===== src/rtl/retospect_bs_pkg.sv =====
// Shared types and constants for the neurochip configuration-chain loader.
// Chain = clockbox (48 bits) followed by 16 CNBs of 19 bits each.
package retospect_bs_pkg;

  typedef enum logic [1:0] {
    IDLE  = 2'd0,
    FETCH = 2'd1,
    SHIFT = 2'd2,
    DONE  = 2'd3
  } bs_state_t;

  localparam int CLOCKBOX_BITS     = 48;
  localparam int CNB_BITS          = 19;
  localparam int CNB_COUNT         = 16;
  localparam int CHAIN_LEN_DEFAULT = CLOCKBOX_BITS + CNB_COUNT * CNB_BITS;

endpackage


===== src/rtl/retospect_bs_deser.sv =====
// Reassembles bits leaving the chain tail into bytes (first bit out in bit0),
// with a single holding register handshaked by rd_valid/rd_ready.
module retospect_bs_deser (
  input  logic       clk,
  input  logic       reset,
  input  logic       sample_en,
  input  logic       bit_in,
  input  logic       last_bit,
  input  logic       rd_ready,
  output logic [7:0] rd_data,
  output logic       rd_valid
);

  logic [7:0] acc_reg;
  logic [7:0] acc_next;
  logic [2:0] idx_reg;
  logic [7:0] rd_data_reg;
  logic       rd_valid_reg;
  logic       byte_done;

  genvar gi;
  generate
    for (gi = 0; gi < 8; gi++) begin : g_acc
      assign acc_next[gi] = acc_reg[gi] | (bit_in & (idx_reg == 3'(gi)));
    end
  endgenerate

  // A short final byte completes early; its unset MSBs stay zero.
  assign byte_done = sample_en & ((idx_reg == 3'd7) | last_bit);

  always_ff @(posedge clk) begin
    if (reset) begin
      acc_reg      <= '0;
      idx_reg      <= '0;
      rd_data_reg  <= '0;
      rd_valid_reg <= 1'b0;
    end else begin
      if (byte_done) begin
        acc_reg <= '0;
        idx_reg <= '0;
      end else if (sample_en) begin
        acc_reg <= acc_next;
        idx_reg <= idx_reg + 3'd1;
      end
      if (byte_done) begin
        rd_data_reg  <= acc_next;
        rd_valid_reg <= 1'b1;
      end else if (rd_ready) begin
        rd_valid_reg <= 1'b0;
      end
    end
  end

  assign rd_data  = rd_data_reg;
  assign rd_valid = rd_valid_reg;

endmodule


===== src/rtl/retospect_bs_loader.sv =====
// Host-side loader for the configuration shift chain: bytes in LSB-first,
// optional readback of the chain tail when RETOSPECT_BS_READBACK_EN is defined.
module retospect_bs_loader
  import retospect_bs_pkg::*;
#(
  parameter int CHAIN_LEN = CHAIN_LEN_DEFAULT,
  parameter int CNT_W     = $clog2(CHAIN_LEN + 1)
) (
  input  logic       clk,
  input  logic       reset,
  input  logic       start,
  input  logic [7:0] wr_data,
  input  logic       wr_valid,
  output logic       wr_ready,
  output logic [7:0] rd_data,
  output logic       rd_valid,
  input  logic       rd_ready,
  output logic       busy,
  output logic       done,
  output logic       config_en,
  output logic       bs_to_chain,
  input  logic       bs_from_chain
);

  localparam logic [CNT_W-1:0] LAST_CNT = CNT_W'(CHAIN_LEN);

  bs_state_t        state_reg, state_next;
  logic [CNT_W-1:0] count_reg, count_next;
  logic [3:0]       byte_bits_reg, byte_bits_next;
  logic [7:0]       sreg_reg, sreg_next;
  logic             config_en_reg, config_en_next;
  logic             bs_reg, bs_next;
  logic             room;

`ifdef RETOSPECT_BS_READBACK_EN
  logic rd_valid_int;
  logic last_bit;

  assign last_bit = config_en_reg & (count_reg == LAST_CNT);

  retospect_bs_deser u_deser (
    .clk       (clk),
    .reset     (reset),
    .sample_en (config_en_reg),
    .bit_in    (bs_from_chain),
    .last_bit  (last_bit),
    .rd_ready  (rd_ready),
    .rd_data   (rd_data),
    .rd_valid  (rd_valid_int)
  );

  assign rd_valid = rd_valid_int;
  // Never start a byte whose readback would overwrite an unread one.
  assign room     = ~rd_valid_int | rd_ready;
`else
  logic unused_rd;
  assign unused_rd = ^{rd_ready, bs_from_chain};
  assign rd_valid  = 1'b0;
  assign rd_data   = 8'h00;
  assign room      = 1'b1;
`endif

  assign wr_ready = (state_reg == FETCH) & room;

  always_comb begin
    state_next     = state_reg;
    count_next     = count_reg;
    byte_bits_next = byte_bits_reg;
    sreg_next      = sreg_reg;
    config_en_next = 1'b0;
    bs_next        = bs_reg;
    case (state_reg)
      IDLE: begin
        if (start) begin
          state_next = FETCH;
          count_next = '0;
        end
      end
      FETCH: begin
        if (wr_valid && wr_ready) begin
          state_next     = SHIFT;
          sreg_next      = wr_data;
          byte_bits_next = 4'd1;
          count_next     = count_reg + CNT_W'(1);
          config_en_next = 1'b1;
          bs_next        = wr_data[0];
        end
      end
      SHIFT: begin
        if (byte_bits_reg == 4'd8 || count_reg == LAST_CNT) begin
          state_next = (count_reg == LAST_CNT) ? DONE : FETCH;
        end else begin
          config_en_next = 1'b1;
          bs_next        = sreg_reg[byte_bits_reg[2:0]];
          byte_bits_next = byte_bits_reg + 4'd1;
          count_next     = count_reg + CNT_W'(1);
        end
      end
      DONE:    state_next = IDLE;
      default: state_next = IDLE;
    endcase
  end

  always_ff @(posedge clk) begin
    if (reset) begin
      state_reg     <= IDLE;
      count_reg     <= '0;
      byte_bits_reg <= '0;
      sreg_reg      <= '0;
      config_en_reg <= 1'b0;
      bs_reg        <= 1'b0;
    end else begin
      state_reg     <= state_next;
      count_reg     <= count_next;
      byte_bits_reg <= byte_bits_next;
      sreg_reg      <= sreg_next;
      config_en_reg <= config_en_next;
      bs_reg        <= bs_next;
    end
  end

  assign busy        = (state_reg != IDLE);
  assign done        = (state_reg == DONE);
  assign config_en   = config_en_reg;
  assign bs_to_chain = bs_reg;

endmodule

===== config.mk =====
export PLATFORM = sky130hd
export DESIGN_NAME = retospect_bs_loader
export DESIGN_NICKNAME = d
export VERILOG_FILES = /design/src/rtl/retospect_bs_pkg.sv /design/src/rtl/retospect_bs_deser.sv /design/src/rtl/retospect_bs_loader.sv
export SDC_FILE = /design/constraint.sdc
export NUM_CORES = 1
export LEC_CHECK = 0
export ABC_CLOCK_PERIOD_IN_PS = 4250
export CORE_MARGIN = 4
export CORE_UTILIZATION = 40
export CTS_CLUSTER_DIAMETER = 80
export DETAILED_ROUTE_END_ITERATION = 6
export MAX_ROUTING_LAYER = met4
export SYNTH_ARGS = -nofsm -noshare
export SYNTH_HDL_FRONTEND = slang
export SYNTH_SLANG_ARGS = --single-unit

===== constraint.sdc =====
create_clock -name clk -period 4.25 [get_ports clk]
set_clock_uncertainty 0.05 [all_clocks]
set_input_delay 0.425 -clock clk [delete_from_list [all_inputs] [get_ports clk]]
set_output_delay 0.425 -clock clk [all_outputs]
set_load 0.02 [all_outputs]

* Yosys cells after proc, flatten, opt, wreduce, memory -nomap -nowiden *
Cells that the tools add are included.

cells by class
  add/subtract/negate cells = 2
  magnitude comparators = 1
  equality and inequality tests = 9
  mux-type cells = 20
  reduce and logical (&&, ||, !) cells = 10

operators with widths
  cell                                                    count
  two-way mux 9 bit                                       3
  case mux 9 bit (3 select lines)                         1
  adder 9 x 1 -> 9 bit (second input constant)            1
  == test 9 bit (second input constant)                   1
  two-way mux 2 bit                                       4
  two-way mux 4 bit                                       2
  case mux 2 bit (4 select lines)                         1
  case mux 4 bit (2 select lines)                         1
  inequality test 2 bit (second input constant)           3
  AND reduction 3 bit                                     2
  two-way mux 1 bit                                       5
  adder 4 x 1 -> 4 bit (second input constant)            1
  == test 2 bit (second input constant)                   2
  == test 4 bit (second input constant)                   1
  < comparator 3 x 4 -> 1 bit (second input constant)     1
  case mux 1 bit (2 select lines)                         2
  AND reduction 4 bit                                     1
  nonzero test 2 bit                                      2
  binary-select mux 1 bit (select 3 bit)                  1
  nonzero test 3 bit                                      1
  == test 2 x 1 -> 1 bit (second input constant)          1
  zero test 2 bit                                         1
  inequality test 2 x 1 -> 1 bit (second input constant)  1
  AND reduction 2 bit                                     1
  2 further kinds                                         2

storage, ports and cells
  register bits = 25
  input bits = 14
  output and inout port bits = 14

* Depth between registers and ports, before layout *
Gate-level depths: netlist of the first run.

  depth in word-level cells = 4
  depth in mapped cells = 8

* Worst setup path before layout of the first run *
No wires, ideal clock.

  path type = register -> register
  start = register state_reg[1]
  end = register bs_reg, in the netlist bs_to_chain
  library setup time = 91 ps
  data arrival time = 1686 ps
  data required time = 4109 ps
  path slack = 2423 ps
  cell stages (with the launch flop) = 8
  buffers on the path = 1
  period minus slack after synthesis = 1827 ps
  cell sequence = dfxtp_1 > inv_1 > ha_1 > buf_2 > mux2_2 > nand2_1 > o211a_1 > a311oi_1

on the way
  longest elaborated chain between the ends = 4
  elaborated cells on any way between the ends = 8
  those cells by class = 4 x eq/ne; 1 x mux; 3 x reduce/logical

RTL lines
  what                                             line                        RTL
  start, declared                                  retospect_bs_loader.sv:27   bs_state_t state_reg, state_next;
  start signal, assigned                           retospect_bs_loader.sv:113  state_reg <= state_next;
  == test 2 x 1 -> 1 bit (*)                       retospect_bs_loader.sv:63   assign wr_ready = (state_reg == FETCH) & room;
  net wr_ready                                     retospect_bs_loader.sv:14   output logic wr_ready,
  logical AND 1 bit                                retospect_bs_loader.sv:80   if (wr_valid && wr_ready) begin
  inequality test 2 x 1 -> 1 bit (no source line)  n/a
  AND reduction 3 bit (no source line)             n/a
  end signal, assigned                             retospect_bs_loader.sv:118  bs_reg <= bs_next;
  end, declared                                    retospect_bs_loader.sv:32   logic bs_reg, bs_next;

The timed path passes the listed nets; every way through them passes the cells marked *.
A chain may end at the register's enable or synchronous reset.

* Worst setup path after layout of the first run *
  start = register state_reg[0]
  end = register count_reg[4]

on the way
  longest elaborated chain between the ends = 4
  elaborated cells on any way between the ends = 10
  those cells by class = 5 x eq/ne; 1 x mux; 4 x reduce/logical

RTL lines
  what                                             line                                                  RTL
  == test 2 x 1 -> 1 bit                           retospect_bs_loader.sv:63, retospect_bs_loader.sv:72
  logical AND 1 bit                                retospect_bs_loader.sv:80
  inequality test 2 x 1 -> 1 bit (no source line)  n/a
  AND reduction 4 bit (no source line)             n/a
  end signal, assigned                             retospect_bs_loader.sv:114                            count_reg <= count_next;
  end, declared                                    retospect_bs_loader.sv:28                             logic [CNT_W-1:0] count_reg, count_next;

Several ways; a longest one is shown, not always the timed one.

==> metrics.md, run 1 <==
| Metric | Value |
|---|---|
| CP max stage cell | nor3_1 |
| Final period util | 64.5% |
| Setup tns final | 0 ns |
| WP data arrival | 2.87 ns |
| Layout area overhead | 11.6% |
| Vias/cell | 5.47 |
| Gr usage total | 14.1% |
| Max-cap viol count | 0 |
| Total number of vias | 1330 |
| RSZ-0062 raised after global routing | false |
| Routed WL | 3280 µm |
| CTS tree | built |
| Cells after synthesis | 184 |
| Post-CTS sizing | 0 |
| Sequential-to-total area share from yosys stat | 32.6% |
| Fin nets | 219 |
| Initial core utilization | 41.7% |
| Tmin final | 2.74 ns |
| Post-DR wirelength/cell | 13.5 µm |
| Kind of critical path | reg2reg |
| Die area | 4900 µm² |
| Leak | 0.620 nW |
| Sinks on the clock net | 25 |
| Max VDD drop | 0.400 mV |
| Root Driver | clkbuf_8 |
| Critical Path Max Stage Delay | 1.00 ns |
| Global-route wire length before repair | 5650 µm |
| Slew margin rel. | 23.6% |
| Prevailing post-synth register cell | dfxtp_1 |
| Total grt overflow | 0 |
| Starting DRC count in detailed routing | 112 |
| Hold WC Path Type | reg2reg |
| Cell variety after synth | 46 |
| Core area | 3690 µm² |
| Crit-path max FO | 11 |
| DRT Pass-1 Iters | 4 |
| Site Rows | 22 |
| Routed Antenna Nets | 0 |
| Largest area contributor in the netlist | dfxtp_1 |
| Pins Over Slew Limit | 0 |
| Share of layout cells above drive strength 1 | 7.18% |
| Max Root-Sink Buffers | 2 |
| Core Util, Final | 46.5% |
| Hold buffers post-CTS | 0 |
| Tightest Pin Transition | 1.14 ns |
| Critical path launch point type | flip-flop |
| Number of global-route vias before repair | 1252 |
| Gpl congestion | 0.866 |
| Final setup fails | 0 |
| Top Ports | 28 |
| Post-CTS Setup Bufs | 0 |
| Die X | 70.0 µm |
| Port bufs | 16 |
| Warnings, synthesis | 0 |
| PwrDens | 501 nW/µm² |
| Nature of the critical path endpoint | flip-flop |
| Ys async rst share | 0% |
| Most frequent cell on the critical path | nor3_1 |
| Max FFs per register | 9 |
| Fill cell count | 382 |
| Status | complete, no violations |
| Syn Area/Cell | 8.35 µm² |
| Clock-pin transition on the worst setup and hold timing paths | 0.09 ns |
| Worst Path Required | 4.38 ns |
| Largest net degree at the start of global routing | 26 |
| Drt drc | 0 |
| Synthesized flop and latch total | 25 |
| Die Ht | 70.0 µm |
| Initial antenna violation count | 0 |
| Worst-Skew Late Latency | 0.27 ns |
| Mapped Area | 1540 µm² |
| Post-DP HPWL | 2330 µm |
| Critical path cell sequence | inv_1, ha_1, clkinv_1, nor3_1, nor3_1, o32ai_1 |
| Area share of the largest cell type after synthesis | 32.6% |
| Num CTS Buffers | 3 |
| Achievable frequency | 365 MHz |
| Final hold viol count | 0 |
| Number of synthesized flops with an enable pin | 0 |
| Antenna diodes | 0 |
| H-tree levels | 1 |
| Top cells by area, synth | dfxtp_1, ha_1, buf_4 |
## metal layers
metal / vias to the layer above / GRT usage (%) / part of all wire (%)
li1: 672 / - / -
met1: 614 / 19.7 / 50
met2: 42 / 20.9 / 44
met3: 2 / 2.73 / 5.5
met4: 0 / 3.40 / 0.73
met5: - / - / 0
## power breakdown
group	switching (mW)	leakage, nW	internal, mW
clock	0.0776	0.0228	0.0671
combinational	0.246	0.394	0.170
sequential	0.0294	0.203	0.269
## Yosys cell counts, types with 3 or more instances
cell type   n
clkbuf_1    3
nor2_1      5
nor3_1      3
a211oi_1    3
inv_1      14
dfxtp_1    25
ha_1        9
o21ai_0     6
and3_1      3
buf_4      11
o32ai_1     6
nand3_1    14
nand2_1    19
o211ai_1    3
or3_1       4
a21oi_1    15
## stage by stage
step                setup WS [ns]  std cells  instance area, µm²  hold WS (ns)  power (mW)
floorplan                    2.42        192                1570         0.383       0.609
global placement             1.61        239                1670         0.392       0.707
detailed placement           1.61        239                1670         0.401       0.718
CTS                          1.56        243                1710         0.414       0.861
global route                 1.26        243                1710         0.432       0.926
finish                       1.51        243                1710         0.412       0.860
## logic make-up after synthesis
group / synth area share, %
multiplexers: 3.50
buffers and inverters: 11.3
AO/OA/AOI/OAI: 23.9
other: 0.244
flip-flops: 32.6
AND/OR/NAND/NOR: 21.2
adder cells (fa/ha/maj): 7.33
## placed cells by master, fill, tap and decap left out, types with 3 or more instances in the layout
cell,count
clkdlybuf4s50_1,16
o32ai_1,6
or3_1,4
inv_1,14
nand3_1,14
a21oi_1,15
dfxtp_1,25
and3_1,3
conb_1,9
o211ai_1,3
clkbuf_8,3
a211oi_1,3
ha_1,9
nor2_1,5
nand2_1,19
nor3_1,3
o21ai_0,6
## area by class of cell
cell class / instances / area [µm²] / share of cell area [%]
multi-input combinational: 135 / 892 / 52.0
sequential: 25 / 500 / 29.2
inverter: 15 / 56.3 / 3.28
timing repair buffer: 16 / 160 / 9.34
clock buffer: 4 / 45.0 / 2.63
tap: 48 / 60.1 / 3.50
## path summary, 6_finish.rpt
| kind | slack (ns) | endpoint | depth (start not counted) | startpoint |
|---|---|---|---|---|
| setup / recovery | 1.51 | count_reg[4] | 6 | state_reg[0] |
| hold / removal | 0.41 | sreg_reg[6] | 2 | sreg_reg[6] |
| setup reg to reg | 1.51 | count_reg[4] | 6 | state_reg[0] |
| hold reg to reg | 0.41 | sreg_reg[6] | 2 | sreg_reg[6] |
## worst max-delay path: cells and delay by family, from the launching register on
kind	cells	cell delay, ns
and+or+nand+nor	2	1.15
buffers and inverters	2	0.48
adders and majority gates	1	0.38
DFF	1	0.35
AOI/OAI and AO/OA	1	0.25
Note: power is estimated with default switching activity, not from simulation.
==> run 2, diff against run 1 <==
--- a/config.mk
+++ b/config.mk
@@ -5,7 +5,7 @@
 export SDC_FILE = /design/constraint.sdc
 export NUM_CORES = 1
 export LEC_CHECK = 0
-export ABC_CLOCK_PERIOD_IN_PS = 4250
+export ABC_CLOCK_PERIOD_IN_PS = 2600
 export CORE_MARGIN = 4
 export CORE_UTILIZATION = 40
 export CTS_CLUSTER_DIAMETER = 80
==> constraint.sdc (replaced) <==
create_clock -name clk -period 2.6 [get_ports clk]
set_clock_uncertainty 0.05 [all_clocks]
set_input_delay 0.26 -clock clk [delete_from_list [all_inputs] [get_ports clk]]
set_output_delay 0.26 -clock clk [all_outputs]
set_load 0.02 [all_outputs]
==> run 2 against run 1 <==
Global-route usage rose by 0.42 points; critical path depth down 3; worst setup slack lost 1.1 ns; power grew 63%; flip-flop and latch count is the same; hold slack worse by 0.0018 ns; clock-buffer cell count unchanged; register-to-register slack worse by 1.1 ns; final cell count rose by 1.2%; combinational power increased by 64%; clock power is 61% higher; sequential power grew 63%.
==> metrics.md, run 2 (same netlist as run 1, synthesis figures left out) <==
| Metric | Value |
|---|---|
| Final setup fails | 0 |
| Critical path cell sequence | inv_1, ha_1, clkdlybuf4s50_1 |
| Gpl congestion | 0.872 |
| Antenna diodes | 0 |
| Die Ht | 70.0 µm |
| Worst r2r src | state_reg[0] |
| Tmin final | 2.20 ns |
| Max Root-Sink Buffers | 2 |
| Nature of the critical path endpoint | output port |
| Initial antenna violation count | 0 |
| Cell internal pwr | 828 µW |
| Most frequent cells in the layout | dfxtp_1, nand2_1, clkdlybuf4s50_1 |
| DRT Pass-1 Iters | 4 |
| Highest routed layer | met4 |
| Reg-to-Reg End | count_reg[8] |
| Comb power frac | 48.7% |
| Fin nets | 222 |
| Achievable frequency | 454 MHz |
| P_sw | 577 µW |
| Max-cap viol count | 0 |
| Slew margin rel. | 61.4% |
| CTS tree | built |
| Critical Path Max Stage Delay | 0.70 ns |
| Post-route setup slack | 0.399 ns |
| Routed met1 length | 1650 µm |
| H-tree levels | 1 |
| Hold path depth | 2 |
| Initial core utilization | 41.7% |
| Num CTS Buffers | 3 |
| CP max stage cell | clkdlybuf4s50_1 |
| Setup tns final | 0 ns |
| Crit-path max FO | 13 |
| R2R setup slack | 0.40 ns |
| Final hold viol count | 0 |
| Hold WC Path Type | reg2reg |
| Commonest non-fill, non-tap cell in the layout | dfxtp_1 |
| Site Rows | 22 |
| Die area | 4900 µm² |
| Drt drc | 0 |
| Met2 WL post-DR | 1520 µm |
| Final period util | 84.7% |
| Routed WL | 3410 µm |
| Dpl cells | 242 |
| Layout area overhead | 13.0% |
| Tightest Pin Transition | 0.575 ns |
| Share of layout cells above drive strength 1 | 8.59% |
| RSZ-0062 raised after global routing | false |
| Clock-pin transition on the worst setup and hold timing paths | 0.09 ns |
| Starting DRC count in detailed routing | 66 |
| Hold path start | sreg_reg[6] |
| Total number of vias | 1373 |
| WP data arrival | 1.89 ns |
| Global-route wire length before repair | 5710 µm |
| Routed Antenna Nets | 0 |
| Largest net degree at the start of global routing | 16 |
| Final instance area | 1740 µm² |
| Critical path launch point type | flip-flop |
| Worst-Skew Late Latency | 0.27 ns |
| Sinks on the clock net | 25 |
| Gr usage total | 14.5% |
| Hold_ws | 0.410 ns |
| Vias/cell | 5.58 |
| Hold Path Sink | sreg_reg[6] |
| Status | complete, no violations |
| Die X | 70.0 µm |
| Sequential share of power | 34.6% |
| Total grt overflow | 0 |
| FF-to-FF path depth | 6 |
| Port bufs | 16 |
| Worst Path Required | 2.29 ns |
| Post-Layout Cell Count | 246 |
| Pins Over Slew Limit | 0 |
| PwrDens | 809 nW/µm² |
| Post-CTS sizing | 0 |
| Post-CTS Setup Bufs | 0 |
| Post-DR wirelength/cell | 13.9 µm |
| Pwr Total | 1.40 mW |
| Pre-CTS setup slack | 0.406 ns |
| Max FFs per register | 9 |
| Core Util, Final | 47.1% |
| Leak | 0.636 nW |
| Top Ports | 28 |
| Hold buffers post-CTS | 0 |
| Kind of critical path | reg2out |
| Post-DP HPWL | 2460 µm |
| Met3 routed wirelength | 170 µm |
| Dpl cell area | 1690 µm² |
| Number of global-route vias before repair | 1276 |
| Max VDD drop | 0.506 mV |
| Sw frac | 41.1% |
| Clock Power Share | 16.6% |
| Core area | 3690 µm² |
| Root Driver | clkbuf_8 |
## run 2: area by class of cell
| cell class | instances | area [µm²] |
|---|---|---|
| fillers | 384 | 1950 |
| multi-input cells | 135 | 892 |
| flip-flops and latches | 25 | 500 |
| repair buffers | 19 | 183 |
| well taps | 48 | 60.1 |
| inverters | 15 | 56.3 |
| clock buffers | 4 | 45.0 |
## run 2: worst max path at each step
stage	startpoint	end	slack [ns]	cells past startpoint
after global routing	state_reg[0]	count_reg[4]	0.17	6
after floorplan	state_reg[1]	bs_to_chain	0.77	7
final	state_reg[1]	wr_ready	0.40	3
after global placement	wr_valid	count_reg[6]	0.46	5
after CTS	state_reg[1]	wr_ready	0.38	3
after detailed placement	wr_valid	count_reg[7]	0.41	5
## run 2: routing by layer
metal,track usage [%],vias up
met1,19.4,640
met5,-,-
li1,-,684
met2,21.2,42
met3,3.02,7
met4,6.17,0
## run 2: critical path: cells and delay by family (launching register included)
family	cells	cell delay, ns
buffers and inverters	2	0.81
adders and majority gates	1	0.45
DFF	1	0.36
## run 2: power by group through the flow
stage                     Clock (mW)  Sequential [mW]  Combinational, mW
after floorplan                    0            0.497              0.499
after global placement             0            0.492              0.664
after detailed placement           0            0.497              0.677
after CTS                      0.239            0.487              0.682
after global routing           0.251            0.497              0.764
final                          0.234            0.486              0.684
